## config.mk

```make
export PLATFORM = sky130hd
export DESIGN_NAME = decoder_gate
export DESIGN_NICKNAME = d
export VERILOG_FILES = /design/src/rtl/decoder_gate_pkg.sv /design/src/rtl/decoder_gate_core.sv /design/src/rtl/decoder_gate.sv
export SDC_FILE = /design/constraint.sdc
export NUM_CORES = 1
export LEC_CHECK = 0
export BUFFER_PORTS_ARGS = -buffer_cell sky130_fd_sc_hd__buf_2
export CELL_PAD_IN_SITES_DETAIL_PLACEMENT = 2
export CELL_PAD_IN_SITES_GLOBAL_PLACEMENT = 2
export CORE_AREA = 5 5 42 44
export DETAILED_ROUTE_END_ITERATION = 8
export DIE_AREA = 0 0 47 49
export GPL_TIMING_DRIVEN = 0
export PLACE_DENSITY_LB_ADDON = 0.1
export SLEW_MARGIN = 20
export SYNTH_ARGS = -nofsm -noshare
export SYNTH_HDL_FRONTEND = slang
export SYNTH_SLANG_ARGS = --single-unit
```

## constraint.sdc

```tcl
create_clock -name clk -period 0.8 [get_ports clk]
set_input_delay 0.08 -clock clk [delete_from_list [all_inputs] [get_ports clk]]
set_output_delay 0.08 -clock clk [all_outputs]
set_load 0.1 [all_outputs]
```

## src/rtl/decoder_gate_pkg.sv

```systemverilog
// decoder_gate_pkg: shared sizes and pipeline latency for decoder_gate.
// Build option: DECODER_GATE_INREG_EN adds an input register stage (latency 2).
package decoder_gate_pkg;

  localparam int SEL_W = 3;
  localparam int OUT_W = 2 ** SEL_W;

`ifdef DECODER_GATE_INREG_EN
  localparam int LATENCY = 2;
`else
  localparam int LATENCY = 1;
`endif

endpackage

```

## src/rtl/decoder_gate_core.sv

```systemverilog
// decoder_gate_core: combinational enable-gated binary-to-one-hot decode.
// Each output is a single AND of e with the true/complemented select bits.
module decoder_gate_core #(
  parameter int SEL_W = 3
) (
  input  logic [SEL_W-1:0]      a,
  input  logic                  e,
  output logic [(2**SEL_W)-1:0] d
);

  localparam int OUT_W = 2 ** SEL_W;

  // Per-output minterm: bit j of the index picks a[j] or ~a[j].
  for (genvar i = 0; i < OUT_W; i++) begin : g_out
    logic [SEL_W-1:0] lit;
    for (genvar j = 0; j < SEL_W; j++) begin : g_bit
      if (((i >> j) & 1) == 1) begin : g_true
        assign lit[j] = a[j];
      end else begin : g_comp
        assign lit[j] = ~a[j];
      end
    end
    assign d[i] = e & (&lit);
  end

endmodule

```

## src/rtl/decoder_gate.sv

```systemverilog
// decoder_gate: registered one-hot decoder with enable and valid flag.
// Build option: DECODER_GATE_INREG_EN registers a/e before the decode,
// giving 2-cycle latency instead of 1. Ports are identical in both builds.
module decoder_gate #(
  parameter int SEL_W = 3
) (
  input  logic                  clk,
  input  logic                  rst_n,
  input  logic [SEL_W-1:0]      a,
  input  logic                  e,
  output logic [(2**SEL_W)-1:0] d,
  output logic                  vld
);

  import decoder_gate_pkg::*;

  localparam int OUT_W_L = 2 ** SEL_W;

  logic [SEL_W-1:0]   a_dec;
  logic               e_dec;
  logic [OUT_W_L-1:0] d_comb;

`ifdef DECODER_GATE_INREG_EN
  logic [SEL_W-1:0] a_q;
  logic             e_q;

  // Input stage: capture select and enable; reset clears to a=0, e=0.
  always_ff @(posedge clk or negedge rst_n) begin
    if (!rst_n) begin
      a_q <= '0;
      e_q <= 1'b0;
    end else begin
      a_q <= a;
      e_q <= e;
    end
  end

  assign a_dec = a_q;
  assign e_dec = e_q;
`else
  assign a_dec = a;
  assign e_dec = e;
`endif

  decoder_gate_core #(
    .SEL_W (SEL_W)
  ) u_core (
    .a (a_dec),
    .e (e_dec),
    .d (d_comb)
  );

  // Output stage: d and vld come from the same decode pair, so they stay aligned.
  always_ff @(posedge clk or negedge rst_n) begin
    if (!rst_n) begin
      d   <= '0;
      vld <= 1'b0;
    end else begin
      d   <= d_comb;
      vld <= e_dec;
    end
  end

endmodule

```

# After elaboration in Yosys (flattened, before gate mapping)
# Index checks and enable logic that the tools add are counted.
dict set report op_classes {
  addsub 0
  mul 0
  div_mod_pow 0
  order_cmp 0
  n_eq_ne 0
  shifts 0
  muxes 0
  bitwise 11
  n_reduce_logical 8
}
# op n
set op_table {}
lappend op_table {{3-bit AND reduction} 8}
lappend op_table {{1-bit AND} 8}
lappend op_table {{1-bit NOT} 3}
dict set report totals {
  regBits 9
  latch_bits 0
  mem_bits_rw 0
  romBits 0
  wordCells 21
  mem_count 0
}

# Longest topological paths before layout
# Gate-level depths: netlist of the first run.
dict set report depth {
  ltp_word 3
  depth_mapped 1
  depth_no_buf 1
}

# Cells and area by module
# A second synthesis of the first run with hierarchy kept.
dict set report unflattened {
  hier_cells 17
  area_unflattened_um2 321.6
}
# mod n_inst cells_per_inst area_per_inst_um2 seq_area_each_um2
set by_module_without_submodules {}
lappend by_module_without_submodules {decoder_gate 1 9 225.2 225.2}
lappend by_module_without_submodules {decoder_gate_core 1 8 96.3 0.0}

# Worst setup path before layout of the first run
# No wires, ideal clock.
dict set report synth_timing {
  kind {reg2out}
  start {register d[0]}
  end {output port d[0]}
  arrival_ps 883
  slack_ps -163
  path_stages_with_launch 1
  path_cell_list {dfrtp_1}
}
# element line
set synth_rtl {}
lappend synth_rtl {{start: declaration} decoder_gate.sv:11} ;# output logic [(2**SEL_W)-1:0] d,
lappend synth_rtl {{start signal: assignment} decoder_gate.sv:59} ;# d <= d_comb;
# No word-level cell between the ends.

# Worst setup path after layout of the first run
dict set report layout_timing {
  start {register d[3]}
  end {output port d[3]}
}
# No word-level cell between the ends.

==> results of run 1 <==
==> area by class of cell <==
cell class | count | area (um2)
Fill cell | 151 | 874.6
Clock buffer | 4 | 26.28
Sequential cell | 9 | 236.5
Tap cell | 16 | 20.02
Timing Repair Buffer | 15 | 147.6
Multi-Input combinational cell | 8 | 96.34
==> where the power goes <==
part	leakage, uW	switching, uW	internal (uW)
clock network	0.0000150	147	191
registers	0.000108	6.83	470
logic	0.000116	132	53.7
==> flip-flops by register name (all words and copies together), names as in the netlist <==
name  flops
d         8
vld       1
==> timing repair <==
| action | 4_1_cts | 5_1_grt |
|---|---|---|
| gates resized for setup | 18 | 3 |
| endpoints found under the setup margin | 9 | 9 |
| hold buffers | 1 | 0 |
| hold endpoints to repair | 9 | 0 |
==> layer usage <==
metal / part of all wire, % / up-vias / GRT usage [%]
met3: 9.5 / 4 / 1.845
met4: 5.9 / 0 / 12.44
li1: - / 104 / -
met1: 36 / 104 / 8.219
met5: 0 / - / 0
met2: 48 / 14 / 8.824
==> kinds of logic (layout without fill, tap and decap cells) <==
logic type,after synthesis,count (layout),share of synthesized area (%)
buffers and inverters,0,19,0
flip-flops,9,9,70.04
AND/OR/NAND/NOR,8,8,29.96
==> worst paths after layout <==
check                               start        endpoint  slack (ns)  cells past startpoint
setup / recovery           d[3]$_DFF_PN0_            d[3]       -0.12                      1
hold / removal                          e   vld$_DFF_PN0_        0.02                      1
max in group asynchronous           rst_n  d[1]$_DFF_PN0_        0.41                      2
min in group asynchronous           rst_n  d[0]$_DFF_PN0_        0.20                      2
==> layout by cell type, fill, tap and decap left out, drive strengths merged <==
cell type	count
and4	1
and4bb	3
and4b	3
nor4b	1
dfrtp	9
buf	14
clkbuf	4
dlygate4sd3	1
==> through the flow <==
step           total power (uW)  utilization (%)  instance area (um2)
2_1_floorplan             594.4                -                332.8
3_3_place_gp              642.4            30.18                422.9
3_5_place_dp              645.7            30.18                422.9
4_1_cts                    1018            36.79                515.5
5_1_grt                    1045            37.59                526.8
6_report                   1002            37.59                526.8
==> flow_results.xml, run 1 <==
<?xml version="1.0" encoding="UTF-8"?>
<metrics>
  <group name="run_status">
    <metric name="status" unit="">finished with violations</metric>
    <metric name="failed_checks" unit="">setup timing</metric>
  </group>
  <group name="cts">
    <metric name="htree_num_levels" unit="">1</metric>
    <metric name="cts_tree" unit="">yes</metric>
    <metric name="tritoncts.num_buffers" unit="">3</metric>
    <metric name="clockRootBuffer" unit="">clkbuf_4</metric>
    <metric name="clock_transition_at_path_regs" unit="ns">0.06</metric>
    <metric name="number_of_post_cts_setup_repair_buffers" unit="">0</metric>
    <metric name="max-clock-path-buffers" unit="">2</metric>
    <metric name="tritoncts_num_sinks" unit="">9</metric>
  </group>
  <group name="timing">
    <metric name="drv_slew" unit="">0</metric>
    <metric name="period_minus_slack" unit="ns">0.9247</metric>
    <metric name="fin_hold_ws" unit="ns">0.01537</metric>
    <metric name="post-route-period-util" unit="%">115.6</metric>
    <metric name="grt_setup_unrepaired" unit="">true</metric>
    <metric name="setup-violations-final" unit="">9</metric>
    <metric name="timing.fmax" unit="MHz">1081</metric>
    <metric name="timing.final.hold_violations" unit="">0</metric>
    <metric name="timing.max_slew.rel_slack" unit="%">86.54</metric>
    <metric name="worst_slew_pin_slew" unit="ns">0.2024</metric>
    <metric name="final_critical_path_setup_slack" unit="ns">-0.1247</metric>
    <metric name="final.setup.tns" unit="ns">-1.015</metric>
  </group>
  <group name="yosys">
    <metric name="synth_edf_count" unit="">0</metric>
    <metric name="dominant_cell_by_count_in_the_synthesized_netlist" unit="">dfrtp_1</metric>
    <metric name="syn-num-nets" unit="">23</metric>
    <metric name="synth_largest_area_cell" unit="">dfrtp_1</metric>
    <metric name="synthesis.instances" unit="">17</metric>
    <metric name="synth.top_cell.area_share" unit="%">70.04</metric>
    <metric name="ys_warn_count" unit="">0</metric>
    <metric name="synth_area_per_cell" unit="um2">18.92</metric>
    <metric name="ys_top_cells_by_area" unit="">dfrtp_1 70%, and4bb_2 12%, and4b_2 11%</metric>
    <metric name="asyncSetResetFlopFracSynth" unit="%">100.0</metric>
    <metric name="synth_ff_type" unit="">dfrtp_1</metric>
    <metric name="synth.yosys.seq_area_share" unit="%">70.04</metric>
    <metric name="yosys-top-cells-count" unit="">9 x dfrtp_1, 3 x and4b_2, 3 x and4bb_2</metric>
    <metric name="synth.lib_cells_used.distinct" unit="">5</metric>
    <metric name="synth.ff_latch_count" unit="">9</metric>
    <metric name="synthesized_cell_area" unit="um2">321.6</metric>
  </group>
  <group name="setup_path">
    <metric name="critPathSlowestCell" unit="">dfrtp_2</metric>
    <metric name="critPathArrivalTime" unit="ns">0.84</metric>
    <metric name="setup.worst_path.start_class" unit="">flip-flop</metric>
    <metric name="cpPeakStageDelay" unit="ns">0.41</metric>
    <metric name="worst_setup_path_end_kind" unit="">primary output</metric>
    <metric name="timing.critical_path.cells" unit="">buf_8</metric>
    <metric name="critPathBufInv" unit="">1</metric>
    <metric name="cp_data_required_time" unit="ns">0.72</metric>
    <metric name="path_delay_family" unit="">flip-flops</metric>
    <metric name="cp_max_fo" unit="">1</metric>
    <metric name="worst-setup-path-type" unit="">flip-flop to primary output</metric>
  </group>
  <group name="die">
    <metric name="die_area" unit="um2">2303</metric>
    <metric name="num_io_pins" unit="">15</metric>
    <metric name="std_cell_rows" unit="">14</metric>
    <metric name="core" unit="um2">1401</metric>
    <metric name="die_w" unit="um">47</metric>
    <metric name="die_h" unit="um">49</metric>
    <metric name="initial_utilization" unit="%">22.95</metric>
  </group>
  <group name="placement">
    <metric name="place_inst" unit="">47</metric>
    <metric name="dpl.hpwl" unit="um">514.5</metric>
    <metric name="gp_routability_congestion" unit="">0.6290</metric>
    <metric name="buffers_on_ports" unit="">14</metric>
    <metric name="dpl_worst_slack" unit="ns">-0.02308</metric>
  </group>
  <group name="drt">
    <metric name="drt_drc_violations_left" unit="">0</metric>
    <metric name="ant_nets" unit="">0</metric>
    <metric name="drt_first_iter_violations" unit="">0</metric>
    <metric name="wl_per_cell" unit="um">13.31</metric>
    <metric name="detail_route.vias_per_cell" unit="">4.346</metric>
    <metric name="num_vias" unit="">226</metric>
    <metric name="wirelength" unit="um">692</metric>
    <metric name="drtPass1Iterations" unit="">1</metric>
  </group>
  <group name="global_route">
    <metric name="global_route.usage.total" unit="%">7.627</metric>
    <metric name="grt_first_pass_wirelength" unit="um">1124</metric>
    <metric name="gr-total-overflow" unit="">0</metric>
    <metric name="grt_antenna_before_repair" unit="">0</metric>
    <metric name="grt_pass1_vias" unit="">254</metric>
    <metric name="grt_max_degree" unit="">10</metric>
  </group>
  <group name="hold_path">
    <metric name="hold_path_class" unit="">input port to flip-flop</metric>
  </group>
  <group name="power_and_ir_drop">
    <metric name="ir_worst_vdd" unit="uV">486.5</metric>
    <metric name="p_per_area" unit="nW/um2">1902</metric>
    <metric name="static_power_due_to_leakage" unit="uW">0.0002385</metric>
  </group>
  <group name="layout">
    <metric name="n_antenna_cell" unit="">0</metric>
    <metric name="drive_above_1_share" unit="%">94.44</metric>
    <metric name="flow.area_growth_from_synthesis" unit="%">63.81</metric>
    <metric name="fin_cells" unit="">52</metric>
    <metric name="nNetsFinal" unit="">43</metric>
  </group>
  <group name="job">
    <metric name="maxCapViolations" unit="">0</metric>
  </group>
</metrics>
(Power assumes the default switching activity.)
==> run 2: changes to the inputs <==
--- a/config.mk
+++ b/config.mk
@@ -6,13 +6,11 @@
 export NUM_CORES = 1
 export LEC_CHECK = 0
 export BUFFER_PORTS_ARGS = -buffer_cell sky130_fd_sc_hd__buf_2
-export CELL_PAD_IN_SITES_DETAIL_PLACEMENT = 2
-export CELL_PAD_IN_SITES_GLOBAL_PLACEMENT = 2
 export CORE_AREA = 5 5 42 44
 export DETAILED_ROUTE_END_ITERATION = 8
 export DIE_AREA = 0 0 47 49
 export GPL_TIMING_DRIVEN = 0
-export PLACE_DENSITY_LB_ADDON = 0.1
+export SKIP_LAST_GASP = 1
 export SLEW_MARGIN = 20
 export SYNTH_ARGS = -nofsm -noshare
 export SYNTH_HDL_FRONTEND = slang
==> run 2 against run 1 <==
The run still ends with setup timing left. Worst hold slack better by 0.044 ns. Count of clock-buffer cells in the layout down 1. Flip-flop and latch count unchanged. Sequential share of layout area down 1.2 points. Setup slack better by 0.0038 ns. Utilization up 1.1 points. Critical path depth unchanged. Clock power up 1%. Sequential power about the same. Routed wire length down 7.7%. Global-route usage down 0.42 points. Die area unchanged. Critical path type unchanged. Critical endpoint is now d[0]. Highest routed layer unchanged.
==> flow_results.xml, run 2 (same netlist as run 1, synthesis figures left out) <==
<?xml version="1.0" encoding="UTF-8"?>
<metrics>
  <group name="timing">
    <metric name="period_minus_slack" unit="ns">0.9210</metric>
    <metric name="final_critical_path_setup_slack" unit="ns">-0.1210</metric>
    <metric name="timing.final.hold_violations" unit="">0</metric>
    <metric name="setup-violations-final" unit="">9</metric>
    <metric name="post-route-period-util" unit="%">115.1</metric>
    <metric name="timing.fmax" unit="MHz">1086</metric>
    <metric name="worst_slew_pin_slew" unit="ns">0.2055</metric>
    <metric name="timing.max_slew.rel_slack" unit="%">86.34</metric>
    <metric name="drv_slew" unit="">0</metric>
    <metric name="grt_setup_unrepaired" unit="">true</metric>
    <metric name="fin_hold_ws" unit="ns">0.05927</metric>
  </group>
  <group name="placement">
    <metric name="dpl.hpwl" unit="um">495.1</metric>
    <metric name="place_inst" unit="">47</metric>
    <metric name="gp_routability_congestion" unit="">0.7727</metric>
    <metric name="buffers_on_ports" unit="">14</metric>
    <metric name="dpl_worst_slack" unit="ns">-0.01917</metric>
  </group>
  <group name="setup_path">
    <metric name="path_delay_family" unit="">flip-flops</metric>
    <metric name="cpPeakStageDelay" unit="ns">0.40</metric>
    <metric name="timing.critical_path.cells" unit="">buf_6</metric>
    <metric name="cp_data_required_time" unit="ns">0.72</metric>
    <metric name="critPathBufInv" unit="">1</metric>
    <metric name="critPathArrivalTime" unit="ns">0.84</metric>
    <metric name="worst-setup-path-type" unit="">flip-flop to primary output</metric>
    <metric name="critPathSlowestCell" unit="">dfrtp_2</metric>
    <metric name="setup.worst_path.start_class" unit="">flip-flop</metric>
    <metric name="cp_max_fo" unit="">1</metric>
    <metric name="worst_setup_path_end_kind" unit="">primary output</metric>
  </group>
  <group name="die">
    <metric name="initial_utilization" unit="%">22.95</metric>
    <metric name="die_w" unit="um">47</metric>
    <metric name="die_area" unit="um2">2303</metric>
    <metric name="std_cell_rows" unit="">14</metric>
    <metric name="die_h" unit="um">49</metric>
    <metric name="core" unit="um2">1401</metric>
    <metric name="num_io_pins" unit="">15</metric>
  </group>
  <group name="drt">
    <metric name="drtPass1Iterations" unit="">1</metric>
    <metric name="detail_route.vias_per_cell" unit="">4.377</metric>
    <metric name="ant_nets" unit="">0</metric>
    <metric name="num_vias" unit="">232</metric>
    <metric name="wirelength" unit="um">639</metric>
    <metric name="wl_per_cell" unit="um">12.06</metric>
    <metric name="drt_first_iter_violations" unit="">0</metric>
    <metric name="drt_drc_violations_left" unit="">0</metric>
  </group>
  <group name="power_and_ir_drop">
    <metric name="static_power_due_to_leakage" unit="uW">0.0002465</metric>
    <metric name="p_per_area" unit="nW/um2">1867</metric>
    <metric name="ir_worst_vdd" unit="uV">635.4</metric>
    <metric name="power.total" unit="uW">1011</metric>
  </group>
  <group name="layout">
    <metric name="fillCellCount" unit="">142</metric>
    <metric name="drive_above_1_share" unit="%">94.59</metric>
    <metric name="mostFrequentLayoutCells" unit="">9 x dfrtp_2, 5 x buf_2, 5 x buf_6</metric>
    <metric name="n_antenna_cell" unit="">0</metric>
    <metric name="nNetsFinal" unit="">44</metric>
    <metric name="seqCellArea" unit="um2">236.5</metric>
    <metric name="fin_cells" unit="">53</metric>
    <metric name="layout_commonest_cell" unit="">dfrtp_2</metric>
    <metric name="registers.top_by_ff_count" unit="">d</metric>
    <metric name="multi_input_combinational_cell_area" unit="um2">96.34</metric>
    <metric name="flow.area_growth_from_synthesis" unit="%">68.48</metric>
    <metric name="largest_register_ffs" unit="">8</metric>
    <metric name="biggestRegsByFlops" unit="">d x8, vld x1</metric>
  </group>
  <group name="cts">
    <metric name="cts_tree" unit="">yes</metric>
    <metric name="clock_transition_at_path_regs" unit="ns">0.06</metric>
    <metric name="clockRootBuffer" unit="">clkbuf_4</metric>
    <metric name="max-clock-path-buffers" unit="">2</metric>
    <metric name="tritoncts_num_sinks" unit="">9</metric>
    <metric name="number_of_post_cts_setup_repair_buffers" unit="">0</metric>
    <metric name="tritoncts.num_buffers" unit="">3</metric>
    <metric name="htree_num_levels" unit="">1</metric>
  </group>
  <group name="job">
    <metric name="maxCapViolations" unit="">0</metric>
  </group>
  <group name="global_route">
    <metric name="grt_pass1_vias" unit="">251</metric>
    <metric name="grt_antenna_before_repair" unit="">0</metric>
    <metric name="grt_max_degree" unit="">10</metric>
    <metric name="global_route.usage.total" unit="%">7.204</metric>
    <metric name="gr-total-overflow" unit="">0</metric>
    <metric name="grt_first_pass_wirelength" unit="um">1124</metric>
  </group>
  <group name="run_status">
    <metric name="failed_checks" unit="">setup timing</metric>
    <metric name="status" unit="">finished with violations</metric>
  </group>
  <group name="hold_path">
    <metric name="hold_path_class" unit="">input port to flip-flop</metric>
  </group>
</metrics>
run 2: cell count changes in the layout (fill, tap and decap cells not counted):
cell,delta
clkbuf_1,-1
clkinv_2,+1
buf_6,-1
dlygate4sd3_1,+1
buf_8,+1
run 2: what timing repair did:
item / in CTS / in global routing
gates cloned: 0 / 0
setup endpoints to repair: 9 / 9
hold endpoints to repair: 10 / 0
hold buffers: 2 / 0
gates resized for setup: 20 / 2
run 2: cell type report:
class	instances	area share, %
clock inverter	1	0.9238
sequential	9	43.65
tap	16	3.695
clock buffer	3	4.157
timing repair buffer	16	29.79
multi-input combinational	8	17.78
run 2: worst paths after layout:
kind	start	end	depth (start not counted)
worst max-delay path	d[0]$_DFF_PN0_	d[0]	1
worst min-delay path	a[2]	d[0]$_DFF_PN0_	2
max in group asynchronous	rst_n	d[0]$_DFF_PN0_	2
min in group asynchronous	rst_n	d[3]$_DFF_PN0_	2
run 2: per-stage QoR:
| step | instance area, um2 | setup TNS, ns | utilization [%] |
|---|---|---|---|
| 2_1_floorplan | 332.8 | 0 | - |
| 3_3_place_gp | 422.9 | -0.09223 | 30.18 |
| 3_5_place_dp | 422.9 | -0.1250 | 30.18 |
| 4_1_cts | 534.3 | -1.133 | 38.13 |
| 5_1_grt | 541.8 | -1.292 | 38.66 |
| 6_report | 541.8 | -1.037 | 38.66 |
run 2: power by group:
group | switching [uW] | internal, uW
Sequential | 6.72 | 470
Combinational | 133 | 57.8
Clock | 160 | 184
run 2: layer usage:
| layer | up-vias | share of wire (%) | GRT usage [%] |
|---|---|---|---|
| met5 | - | 0 | 0 |
| met4 | 0 | 1.1 | 6.912 |
| met3 | 2 | 15 | 2.952 |
| met2 | 15 | 44 | 8.824 |
| met1 | 109 | 40 | 8.924 |
| li1 | 106 | - | - |
